File: src/rtl/serv_dbg_rf_trace.sv
// serv_dbg_rf_trace: reassembles SERV RF RAM write beats into 32-bit register records and queues them for a debug consumer
//
// Ports:
//   clk, i_rst_n               core clock, asynchronous active-low reset
//   i_rf_waddr/w1wren/we/wdata RF write stream (index, writeback enable, beat strobe, beat byte)
//   o_trc_valid/reg/data       FIFO head record (register index, 32-bit value)
//   i_trc_ready                consumer pops the head record
//   o_ovf, o_drop_cnt          sticky drop flag and saturating drop count
//   i_ovf_clr                  clears o_ovf and o_drop_cnt
//
// Optional feature: define SERV_DBG_TRACE_CSR_EN to also trace CSR shadow indices 32..35.
module serv_dbg_rf_trace #(
    parameter int DEPTH = 4,
    parameter int CNT_W = 8
) (
    input  logic             clk,
    input  logic             i_rst_n,
    input  logic [5:0]       i_rf_waddr,
    input  logic             i_rf_w1wren,
    input  logic             i_rf_we,
    input  logic [7:0]       i_rf_wdata,
    output logic             o_trc_valid,
    output logic [5:0]       o_trc_reg,
    output logic [31:0]      o_trc_data,
    input  logic             i_trc_ready,
    output logic             o_ovf,
    output logic [CNT_W-1:0] o_drop_cnt,
    input  logic             i_ovf_clr
);
    localparam int AW = $clog2(DEPTH);
    logic [1:0]  bcnt;
    logic [1:0]  eb;
    logic [23:0] acc;
    logic [5:0]  idx;
    logic [AW:0] wp;
    logic [AW:0] rp;
    logic [37:0] mem [DEPTH];
    logic        idx_ok;
    logic        beat;
    logic        push;
    logic        pop;
    logic        empty;
    logic        full;
    logic        drop;
`ifdef SERV_DBG_TRACE_CSR_EN
    assign idx_ok = i_rf_waddr != 6'd0 && i_rf_waddr <= 6'd35;
`else
    assign idx_ok = i_rf_waddr != 6'd0 && i_rf_waddr <= 6'd31;
`endif
    assign beat  = i_rf_we && i_rf_w1wren && idx_ok;
    // a beat to a different index restarts the record at byte 0
    assign eb    = (bcnt != 2'd0 && i_rf_waddr != idx) ? 2'd0 : bcnt;
    assign push  = beat && eb == 2'd3;
    assign empty = wp == rp;
    assign full  = wp[AW] != rp[AW] && wp[AW-1:0] == rp[AW-1:0];
    assign pop   = !empty && i_trc_ready;
    assign drop  = push && full && !pop;
    // head fields are forced to zero while empty so reset leaves them at 0
    assign o_trc_valid = !empty;
    assign o_trc_reg   = empty ? 6'd0 : mem[rp[AW-1:0]][37:32];
    assign o_trc_data  = empty ? 32'd0 : mem[rp[AW-1:0]][31:0];
    always_ff @(posedge clk or negedge i_rst_n) begin
        if (!i_rst_n) begin
            bcnt       <= 2'd0;
            acc        <= 24'd0;
            idx        <= 6'd0;
            wp         <= '0;
            rp         <= '0;
            o_ovf      <= 1'b0;
            o_drop_cnt <= '0;
        end else begin
            if (!i_rf_w1wren) begin
                bcnt <= 2'd0;
            end else if (beat) begin
                bcnt       <= eb + 2'd1;
                idx        <= eb == 2'd0 ? i_rf_waddr : idx;
                acc[7:0]   <= eb == 2'd0 ? i_rf_wdata : acc[7:0];
                acc[15:8]  <= eb == 2'd1 ? i_rf_wdata : acc[15:8];
                acc[23:16] <= eb == 2'd2 ? i_rf_wdata : acc[23:16];
            end
            if (push && !drop)
                wp <= wp + (AW+1)'(1);
            if (pop)
                rp <= rp + (AW+1)'(1);
            if (drop) begin
                o_ovf      <= 1'b1;
                o_drop_cnt <= i_ovf_clr ? CNT_W'(1) : (&o_drop_cnt ? o_drop_cnt : o_drop_cnt + CNT_W'(1));
            end else if (i_ovf_clr) begin
                o_ovf      <= 1'b0;
                o_drop_cnt <= '0;
            end
        end
    end
    always_ff @(posedge clk) begin
        if (push && !drop)
            mem[wp[AW-1:0]] <= {idx, i_rf_wdata, acc};
    end
endmodule

File: config.mk
export PLATFORM = sky130hd
export DESIGN_NAME = serv_dbg_rf_trace
export DESIGN_NICKNAME = d
export VERILOG_FILES = /design/src/rtl/serv_dbg_rf_trace.sv
export SDC_FILE = /design/constraint.sdc
export NUM_CORES = 1
export LEC_CHECK = 0
export BUFFER_PORTS_ARGS = -buffer_cell sky130_fd_sc_hd__buf_2
export CAP_MARGIN = 20
export CORE_MARGIN = 2
export CORE_UTILIZATION = 52
export CTS_CLUSTER_DIAMETER = 120
export DETAILED_ROUTE_END_ITERATION = 10
export GPL_TIMING_DRIVEN = 0
export PLACE_DENSITY = 0.73
export SYNTH_ARGS = -nofsm -noshare
export SYNTH_HDL_FRONTEND = slang
export SYNTH_SLANG_ARGS = --single-unit
File: constraint.sdc
create_clock -name clk -period 4.4 [get_ports clk]
set_input_delay 1.1 -clock clk [delete_from_list [all_inputs] [get_ports clk]]
set_output_delay 1.1 -clock clk [all_outputs]
set_load 0.005 [all_outputs]
### Word level (Yosys, flattened, before mapping)

Memory sizes are Yosys's and may differ from the RTL's.
Index checks and enable logic that the tools add are counted.

| operators by class | value |
|---|---|
| eq/ne operators | 9 |
| order comparisons | 1 |
| reductions and logical operators | 22 |
| muxes and demuxes | 13 |
| add/subtract/negate cells | 4 |

Operators by type and width:

| operator | count |
|---|---|
| 2-to-1 mux 32 bit | 1 |
| 2-to-1 mux 8 bit | 4 |
| logical AND 1 bit | 10 |
| AND reduction 3 bit | 3 |
| adder 8 x 1 -> 8 bit, second input constant | 1 |
| AND reduction 8 bit | 1 |
| adder 3 x 1 -> 3 bit, second input constant | 2 |
| <= comparator 6 x 5 -> 1 bit, second input constant | 1 |
| 2-to-1 mux 2 bit | 3 |
| 2-to-1 mux 6 bit | 1 |
| != test 6 bit | 1 |
| nonzero test 6 bit | 1 |
| equality test 2 bit, second input constant | 2 |
| 2-to-1 mux 1 bit | 4 |
| nonzero test 2 bit | 2 |
| equality test 3 bit | 1 |
| logical NOT 1 bit | 3 |
| adder 2 x 1 -> 2 bit, second input constant | 1 |
| equality test 2 x 1 -> 1 bit, second input constant | 1 |
| equality test 2 bit | 1 |
| logical NOT 2 bit | 1 |
| != test 2 x 1 -> 1 bit, second input constant | 1 |
| != test 2 bit, second input constant | 1 |
| AND reduction 2 bit | 1 |
| != test 1 bit | 1 |

| word-level totals | value |
|---|---|
| logic and storage cells | 59 |
| register bits | 47 |
| memories | 1 |
| bits in writable memories | 152 |

Memories:

| memory | words | width | read ports | clocked after Yosys merged registers in | wr ports | line | RTL |
|---|---|---|---|---|---|---|---|
| mem | 4 | 38 | 1 | 0 | 1 | 37 | `logic [37:0] mem [DEPTH];` |

### Depth between registers and ports, before layout

Gate-level depths: netlist of run 1.

| depth | value |
|---|---|
| depth in word-level cells | 11 |
| mapped depth | 10 |

### Worst setup path before layout of run 1

No wires, ideal clock.

| timing path | value |
|---|---|
| path type | input-to-reg |
| start | input port i_rf_waddr[2] |
| end | memory mem[3][0] (enable) |
| stages | 7 |
| path slack | 0.368 ns |
| data required time | 3.999 ns |
| data arrival time | 3.631 ns |
| cell sequence | xnor2_1 nand4_1 nor4_1 ha_1 and4b_1 a21boi_1 and3_1 |

| between the ends | value |
|---|---|
| longest elaborated chain between the ends | 11 |
| elaborated cells on any way between the ends | 15 |

RTL lines:

| item | line | RTL |
|---|---|---|
| start: declaration | 18 | `input logic [5:0] i_rf_waddr,` |
| branches (longest 4 deep; another with <= comparator 6 x 5 -> 1 bit) | - |  |
| logical AND 1 bit * | 53 | `assign push = beat && eb == 2'd3;` |
| logical AND 1 bit (2 in a row) | 57 | `assign drop = push && full && !pop;` |
| logical NOT 1 bit | 95 | `if (push && !drop)` |
| logical AND 1 bit * | 95 |  |
| 2-to-1 mux 1 bit * | 95 |  |
| 2-to-1 mux 1 bit (not written as such) * | 96 | `mem[wp[AW-1:0]] <= {idx, i_rf_wdata, acc};` |
| end: declaration | 37 |  |

Mark *: on every way between the ends.

### Final worst setup path of run 1

| timing path | value |
|---|---|
| start | input port i_rf_waddr[2] |
| end | memory mem[3][27] (enable) |

Same word-level chain as after synthesis.

==> out/metrics.cfg, run 1 <==
[critical_path]
ff2ff_setup_slack_ps=790
crit_chain=buf_2, xnor2_1, nand4_1, nor4_1, ha_1, and4b_1, a21boi_1, and3_2, buf_12
startpoint_type=primary input
max_stage_delay_ps=650
worstPathMaxFanout=24
cpMaxStageDelayCell=nor4_1
required_ps=4520
crit_buf_inv=2
worstSetupPathType=primary input to flip-flop
arrival_ps=4040
cp-end-kind=flip-flop
critPathTopFamily=simple AND/OR/NAND/NOR gates

[synthesis]
synth-edff-count=152
syn_nets=453
postSynthAreaPerCell_um2=18.8
yosysWarningCount=0
syn_inst=423
synth_async_sr_flop_share=0.236
synth.cell_area_um2=7960
ys_seq_elements=199
ys_seq_area_frac=0.721
ys_types=38
ys.flop_type=edfxtp_1

[routing]
drc=0
wl_per_cell_um=20.4
dr_total_vias=4035
met1Wirelength_mm=6.25
top_layer_used=met4
antenna_left=0
wl_mm=14.6
viasPerCell=5.64
dr_wl_met2_mm=7.54
met3_length_um=609
drt_first_pass_iters=6
drt_iter0_markers=333

[global_route]
gr-total-overflow=0
grt_pass1_wl_mm=22.9
grt_usage=0.194
antenna_found_initial=1
grt_max_degree=36
first_global_vias=4217

[cts]
cts_buffers=17
htreeDepth=4
clockBufferDepth=2
clk_latency_ps=430
cts-root-buf=clkbuf_16
post_cts_resized=0
clk_pin_slew_ps=60
cts_tree=built
holdBufCountCts=0
cts_sinks=199
postCtsSetupBuffers=0

[sta]
worst-slew-pin-transition_ps=940
fmaxAchievable_mhz=256
setup_viol=0
min_period_ps=3910
skew_ps=9.64
rsz0062_at_grt=no
maxSlewViolCount=0
slew-limit-headroom=0.373
hold_viol_final=0
period_share=0.889
fin_setup_tns_ps=0
fin_hold_ws_ps=487

[finish]
nNetsFinal=544
final_layout_size_suffix_gt1_frac=0.353
register_area_um2=5740
area_delta_synth_final_pct=16.3
num_antenna_cells=0
multi_input_area_um2=2130
fill_cells=1113

[floorplanning]
start_util=0.527
core_area_um2=15100
die_w_um=128
rows=45
dieArea_um2=16300
fp.dieH_um=128
ios=68

[placement]
place_congestion=0.818
io_buffers=67
dpl.hpwl_mm=9.27

[power]
power_mw=4.74
vdd_ir_drop_max_v=0.000457
p_leak_nw=3.59
p_per_area_nw_per_um2=512

[run]
max_cap_viol_count=0

[status]
status=finished clean

[hold_path]
holdCritPathClass=flip-flop to flip-flop

==> synth_stat cells, drive strengths merged (3+ instances only) <==
cell type,instances,area (µm²)
xor2,6,52.6
nor2,6,22.5
nor4,4,25.0
nor2b,5,31.3
dfrtp,47,1180
o21ai,4,20.0
clkbuf,10,37.5
and2,40,250
and3,5,31.3
nand3,3,15.0
xnor2,7,61.3
inv,6,22.5
edfxtp,152,4560
mux2,32,360
ha,10,125
buf,7,33.8
mux4,38,856
nand2,12,45.0
a21oi,3,15.0
==> cell usage in the layout, fill, tap and decap left out, drive strengths merged, types with 5 or more instances in the layout <==
cell    count
and2       40
and3        5
buf        79
clkbuf     29
clkinv      6
dfrtp      47
edfxtp    152
ha         10
inv         7
mux2       32
mux4       38
nand2      12
nor2        6
nor2b       5
xnor2       7
xor2        6
==> worst reg2reg max path: cells and delay by family (launching register included) <==
kind / cells / cell delay, ps
simple gates: 4 / 1610
xor+xnor: 1 / 180
flops: 1 / 450
buf+inv: 1 / 260
fa+ha+maj: 1 / 260
compound gates: 1 / 550
==> final cells by class <==
cell class / instances / area share
Clock inverter: 13 / 0.0192
Multi-Input combinational cell: 201 / 0.230
Sequential cell: 199 / 0.620
Buffer: 17 / 0.00771
Tap cell: 188 / 0.0254
Clock buffer: 19 / 0.0479
Inverter: 6 / 0.00243
Timing Repair Buffer: 72 / 0.0471
==> registers in the layout, indices dropped and copies added (netlist names) <==
name,flops
o_ovf,1
bcnt,2
rp,3
mem,152
o_drop_cnt,8
idx,6
acc,24
wp,3
==> per-stage QoR <==
step                utilization  setup WS [ps]  area [µm²]  instances
floorplan                     -            368        7960        423
global placement          0.565           -871        8530        678
detailed placement        0.572           14.3        8630        683
CTS                       0.613            477        9250        715
global route              0.613            195        9250        715
finish                    0.613            489        9250        715
==> logic make-up after synthesis <==
logic type | count (synthesis) | synth area share
XOR/XNOR | 13 | 0.0143
buffers and inverters | 23 | 0.0118
adder cells (fa/ha/maj) | 10 | 0.0157
AND/OR/NAND/NOR | 88 | 0.0651
flip-flops | 199 | 0.721
multiplexers | 72 | 0.155
AO/OA/AOI/OAI | 18 | 0.0162
==> report_power, final <==
group / switching (mW) / internal [mW]
logic: 0.484 / 0.512
registers: 0.0515 / 2.08
clock network: 0.647 / 0.964
total: 1.18 / 3.56
==> path summary, 6_finish.rpt <==
path	startpoint	endpoint	cells past startpoint
min in group asynchronous	i_rst_n	o_drop_cnt[3]	1
setup / recovery	i_rf_waddr[2]	mem[3][27]	9
hold reg to reg	wp[2]	wp[2]	1
setup reg to reg	idx[4]	mem[3][27]	8
max in group asynchronous	i_rst_n	acc[3]	2
hold / removal	wp[2]	wp[2]	1
==> layer usage <==
layer,vias up,track usage
li1,1832,-
met1,2089,0.250
met2,99,0.328
met3,15,0.0472
met4,0,0.0646
met5,-,0
No activity file was read; power rests on OpenSTA's default activity.
==> run 2: changes to the inputs <==
- clock period: 4.4 -> 3.8 ns (I/O delays scaled with it)
==> run 2 against run 1 <==
Against the previous run:
- final area decreased by 1.0%
- clock power rose by 7%
- utilization is 0.64 points lower
- sequential share of layout area up 0.65 points
- global-route usage is 0.34 points higher
- clock skew about the same
- clock-buffer cell count stayed put
- routed wire length increased by 4.4%
- via count rose by 1.1%
- setup slack worse by 220 ps
- critical path type is now flip-flop to output pin
==> out/metrics.cfg, run 2 (synthesis gave the netlist of run 1 again) <==
[status]
status=finished clean  ; unchanged

[cts]
clk_pin_slew_ps=70  ; was 60 ps
htreeDepth=4  ; unchanged
cts-root-buf=clkbuf_16  ; unchanged
clk_latency_ps=430  ; about the same
holdBufCountCts=0  ; unchanged
cts_sinks=199  ; unchanged
clockBufferDepth=2  ; unchanged
cts_tree=built  ; unchanged
cts_buffers=17  ; unchanged

[finish]
area_delta_synth_final_pct=15.1  ; was 16.3%
layout.cells.non_filler=711  ; was 715
largest_reg_flops=152  ; unchanged
num_antenna_cells=0  ; unchanged
nNetsFinal=541  ; was 544
mostFrequentLayoutCells=edfxtp_1, buf_2, dfrtp_1  ; unchanged
final_common_cell=edfxtp_1  ; unchanged
fill_cells=1132  ; was 1,113
final_layout_size_suffix_gt1_frac=0.350  ; was 0.353

[critical_path]
r2r_start=idx[2]  ; was idx[4]
crit_path_frequent_cell=buf_2
arrival_ps=2580  ; was 4040 ps
max_stage_delay_ps=570  ; was 650 ps
worst-r2r-cell-count=7  ; was 8
worstPathMaxFanout=10  ; was 24
cpMaxStageDelayCell=mux4_2  ; was nor4_1
worstSetupPathType=flip-flop to output pin  ; was primary input to flip-flop
reg2reg_to=mem[1][5]  ; was mem[3][27]
crit_chain=clkbuf_1, buf_2, clkbuf_4, mux4_2, and2_1, buf_2  ; was buf_2, xnor2_1, nand4_1, nor4_1, ha_1, and4b_1, a21boi_1, and3_2, buf_12
ff2ff_setup_slack_ps=590  ; was 790 ps
cp-end-kind=output pin  ; was flip-flop
required_ps=2850  ; was 4520 ps
crit_buf_inv=4  ; was 2
critPathTopFamily=buffers and inverters  ; was simple AND/OR/NAND/NOR gates
startpoint_type=flip-flop  ; was primary input

[global_route]
antenna_found_initial=0  ; was 1
grt_max_degree=40  ; was 36
first_global_vias=4203  ; was 4,217
gr-total-overflow=0  ; unchanged
grt_usage=0.197  ; was 0.194
grt_pass1_wl_mm=23.6  ; was 22.9 mm

[floorplanning]
ios=68  ; unchanged
die_w_um=128  ; unchanged
start_util=0.527  ; unchanged
dieArea_um2=16300  ; unchanged
fp.dieH_um=128  ; unchanged
core_area_um2=15100  ; unchanged
rows=45  ; unchanged

[sta]
skew_ps=9.78  ; was 9.64 ps
setup_viol=0  ; unchanged
slew-limit-headroom=0.465  ; was 0.373
rsz0062_at_grt=no  ; unchanged
maxSlewViolCount=0  ; unchanged
fin_setup_tns_ps=0  ; unchanged
worst-slew-pin-transition_ps=791  ; was 940 ps
fmaxAchievable_mhz=283
period_share=0.930
fin_hold_ws_ps=439  ; was 487 ps
min_period_ps=3530
hold_viol_final=0  ; unchanged

[placement]
io_buffers=67  ; unchanged
dpl.hpwl_mm=8.95  ; was 9.27 mm
place_inst=679  ; was 683
place_congestion=0.880  ; was 0.818

[routing]
drt_iter0_markers=409  ; was 333
wl_per_cell_um=21.4  ; was 20.4 µm
viasPerCell=5.74  ; was 5.64
antenna_left=0  ; unchanged
dr_total_vias=4081  ; was 4,035
wl_mm=15.2  ; was 14.6 mm
drt_first_pass_iters=4  ; was 6
drc=0  ; unchanged

[run]
max_cap_viol_count=0  ; unchanged

[power]
vdd_ir_drop_max_v=0.000361  ; was 0.000457 V
p_leak_nw=3.53  ; was 3.59 nW
p_per_area_nw_per_um2=586  ; was 512 nW/µm²

[hold_path]
holdCritPathClass=primary input to asynchronous set/reset pin  ; was flip-flop to flip-flop

run 2: worst max-delay path by stage:
stage / slack (ps) / from / endpoint / cells after the start
CTS: -120 / i_rf_waddr[1] / mem[1][9] / 8
global route: 60 / rp[0] / o_trc_data[15] / 6
finish: 270 / rp[0] / o_trc_data[16] / 6
floorplan: 330 / i_rf_waddr[2] / mem[3][0] / 7
detailed placement: -600 / i_rf_waddr[1] / mem[1][5] / 8
global placement: -470 / i_rf_waddr[4] / mem[3][10] / 8
run 2: report_power, final:
| part | internal, mW | switching [mW] | total [mW] |
|---|---|---|---|
| Clock | 0.966 | 0.764 | 1.73 |
| Sequential | 2.41 | 0.0623 | 2.47 |
| Combinational | 0.597 | 0.568 | 1.16 |
| Total | 3.97 | 1.39 | 5.37 |
run 2: cell type report:
cell class                      instances  area [µm²]  share of cell area
Clock buffer                           19         433              0.0473
Tap cell                              188         235              0.0257
Timing Repair Buffer                   68         355              0.0388
Multi-Input combinational cell        202        2160               0.236
Buffer                                 17        76.3             0.00834
Clock inverter                         12         130              0.0142
Sequential cell                       199        5740               0.627
Inverter                                6        22.5             0.00246
run 2: worst register-to-register path, delay by kind of cell, from the launching register on:
kind	cells	cell delay [ps]
XOR/XNOR	1	180
adder cells (fa/ha/maj)	1	240
flip-flops	1	450
AO/OA/AOI/OAI	1	430
AND/OR/NAND/NOR	4	1520
run 2: what timing repair did:
action / CTS / global route
cloned: 0 / 1
gates resized for setup: 0 / 13
setup endpoints to repair: 153 / 165
pin swaps: 0 / 1
buffers inserted: 0 / 0
run 2: layer usage:
layer  vias up  track usage  share of wire
li1       1827            -              -
met1      2116        0.268           0.44
met2       122        0.324           0.50
met3        16       0.0480          0.050
met4         0       0.0556          0.011
met5         -            0              0
run 2: metrics by stage:
stage          utilization  cell area (µm²)  worst slack [ps]  total power, mW
3_5_place_dp         0.567             8550              -598             3.70
2_1_floorplan            -             7960               332             3.26
6_report             0.607             9160               266             5.37
3_3_place_gp         0.565             8530              -473             3.67
4_1_cts              0.604             9110              -124             5.42
5_1_grt              0.607             9160              62.4             5.60
==> run 3: changes to the inputs <==
- GPL_TIMING_DRIVEN: 0 -> default
==> run 3 against run 2 <==
Against the previous run:
- hold slack better by 55 ps
- global-route usage decreased by 1.4 points
- fmax is 12% higher
- die area unchanged
- cell count shrank 0.70%
- utilization grew 0.14 points
- highest routed layer unchanged
==> out/metrics.cfg, run 3 (synthesis gave the netlist of run 1 again) <==
[floorplanning]
ios=68  ; unchanged
start_util=0.527  ; unchanged
rows=45  ; unchanged
fp.dieH_um=128  ; unchanged
dieArea_um2=16300  ; unchanged
core_area_um2=15100  ; unchanged
die_w_um=128  ; unchanged

[global_route]
gr-total-overflow=0  ; unchanged
grt_max_degree=42  ; was 40
grt_pass1_wl_mm=22.1  ; was 23.6 mm
antenna_found_initial=0  ; unchanged
grt_usage=0.184  ; was 0.197
first_global_vias=4187  ; was 4,203

[sta]
worst-slew-pin-transition_ps=817  ; was 791 ps
hold_viol_final=0  ; unchanged
min_period_ps=3150  ; was 3530 ps
setup_viol=0  ; unchanged
slew-limit-headroom=0.448  ; was 0.465
fmaxAchievable_mhz=317  ; was 283 MHz
maxSlewViolCount=0  ; unchanged
fin_setup_tns_ps=0  ; unchanged
rsz0062_at_grt=no  ; unchanged
skew_ps=7.26  ; was 9.78 ps
period_share=0.829  ; was 0.930

[critical_path]
startpoint_type=flip-flop  ; unchanged
reg2reg_to=mem[3][27]  ; was mem[1][5]
r2r_start=idx[2]  ; unchanged
ff2ff_setup_slack_ps=1120  ; was 590 ps
arrival_ps=2200  ; was 2580 ps
required_ps=2850  ; about the same
cp-end-kind=output pin  ; unchanged
worst-r2r-cell-count=9  ; was 7
startpoint=rp[1]  ; was rp[0]
worstSetupPathType=flip-flop to output pin  ; unchanged
worstPathMaxFanout=41  ; was 10

[routing]
wl_per_cell_um=19.8  ; was 21.4 µm
drt_first_pass_iters=4  ; unchanged
dr_total_vias=3981  ; was 4,081
wl_mm=14.0  ; was 15.2 mm
drc=0  ; unchanged
antenna_left=0  ; unchanged
drt_iter0_markers=281  ; was 409
viasPerCell=5.64  ; was 5.74

[power]
p_leak_nw=3.56  ; was 3.53 nW
p_per_area_nw_per_um2=580  ; was 586 nW/µm²
power_mw=5.32  ; was 5.37 mW
vdd_ir_drop_max_v=0.000345  ; was 0.000361 V

[hold_path]
hold_depth=1
min_to=wp[2]
holdCritPathClass=flip-flop to flip-flop  ; was primary input to asynchronous set/reset pin
min-delay-start=wp[2]

[cts]
htreeDepth=4  ; unchanged
clockBufferDepth=2  ; unchanged
clk_pin_slew_ps=60  ; was 70 ps
holdBufCountCts=0  ; unchanged
cts_tree=built  ; unchanged
clk_latency_ps=430  ; about the same
cts_buffers=17  ; unchanged
cts-root-buf=clkbuf_16  ; unchanged
cts_sinks=199  ; unchanged
post_cts_resized=0  ; unchanged
postCtsSetupBuffers=0  ; unchanged

[finish]
largest_reg_flops=152  ; unchanged
mostFrequentLayoutCells=edfxtp_1, buf_2, dfrtp_1  ; unchanged
area_delta_synth_final_pct=15.3  ; was 15.1%
final_common_cell=edfxtp_1  ; unchanged
nNetsFinal=534  ; was 541
final_layout_size_suffix_gt1_frac=0.360  ; was 0.350
final_util=0.608  ; was 0.607
fill_cells=1137  ; was 1,132

[placement]
io_buffers=67  ; unchanged
dpl.hpwl_mm=8.44  ; was 8.95 mm
place_congestion=0.770  ; was 0.880

[run]
max_cap_viol_count=0  ; unchanged

[status]
status=finished clean  ; unchanged

==> run 3: changes by cell type in the layout (fill, tap and decap cells not counted), moves of 3 or more <==
cell	delta
buf_12	+3
and3_4	-5
and3_2	+4
buf_2	-5
clkbuf_1	-8
buf_4	+8
==> run 3: worst max path at each step <==
| stage | to | slack (ps) | cells after the start |
|---|---|---|---|
| 6_report | o_trc_data[31] | 650 | 6 |
| 5_1_grt | o_trc_data[9] | 530 | 6 |
| 4_1_cts | o_trc_data[31] | 600 | 6 |
| 3_5_place_dp | mem[3][3] | 520 | 10 |
| 3_3_place_gp | mem[3][13] | 570 | 10 |
| 2_1_floorplan | mem[3][0] | 330 | 7 |
==> run 3: worst max-delay path, stage by stage, from the launching register on <==
cell     delay (ps)
dfrtp_1         360
buf_4           220
xor2_1          210
or3_1           380
buf_4           250
and2_1          230
buf_2           140
==> run 3: layer usage <==
metal  GRT usage  wire, µm  part of all wire  vias up
met5           0         0                 0        -
met2       0.309      7120              0.51       87
met3      0.0501       558             0.040       18
met4      0.0575       187             0.013        0
li1            -         -                 -     1818
met1       0.236      6130              0.44     2058
==> run 3: final cells by class <==
cell class	count	area (µm²)	share of cell area
timing repair buffer	79	475	0.0518
multi-input combinational	201	2130	0.232
inverter	6	22.5	0.00245
clock inverter	12	126	0.0138
antenna	1	2.50	0.000273
sequential	199	5740	0.626
tap	188	235	0.0256
clock buffer	20	447	0.0487
==> run 3: through the flow <==
step | cells | area [µm²] | hold slack, ps | worst slack (ps)
global route | 705 | 9180 | 512 | 534
CTS | 705 | 9180 | 491 | 599
finish | 706 | 9180 | 494 | 648
global placement | 673 | 8600 | 479 | 574
detailed placement | 673 | 8600 | 481 | 520
floorplan | 423 | 7960 | 461 | 332
==> run 3: where the power goes <==
part | switching (mW) | total (mW) | internal (mW)
logic | 0.523 | 1.11 | 0.589
clock network | 0.752 | 1.74 | 0.986
registers | 0.0591 | 2.47 | 2.41
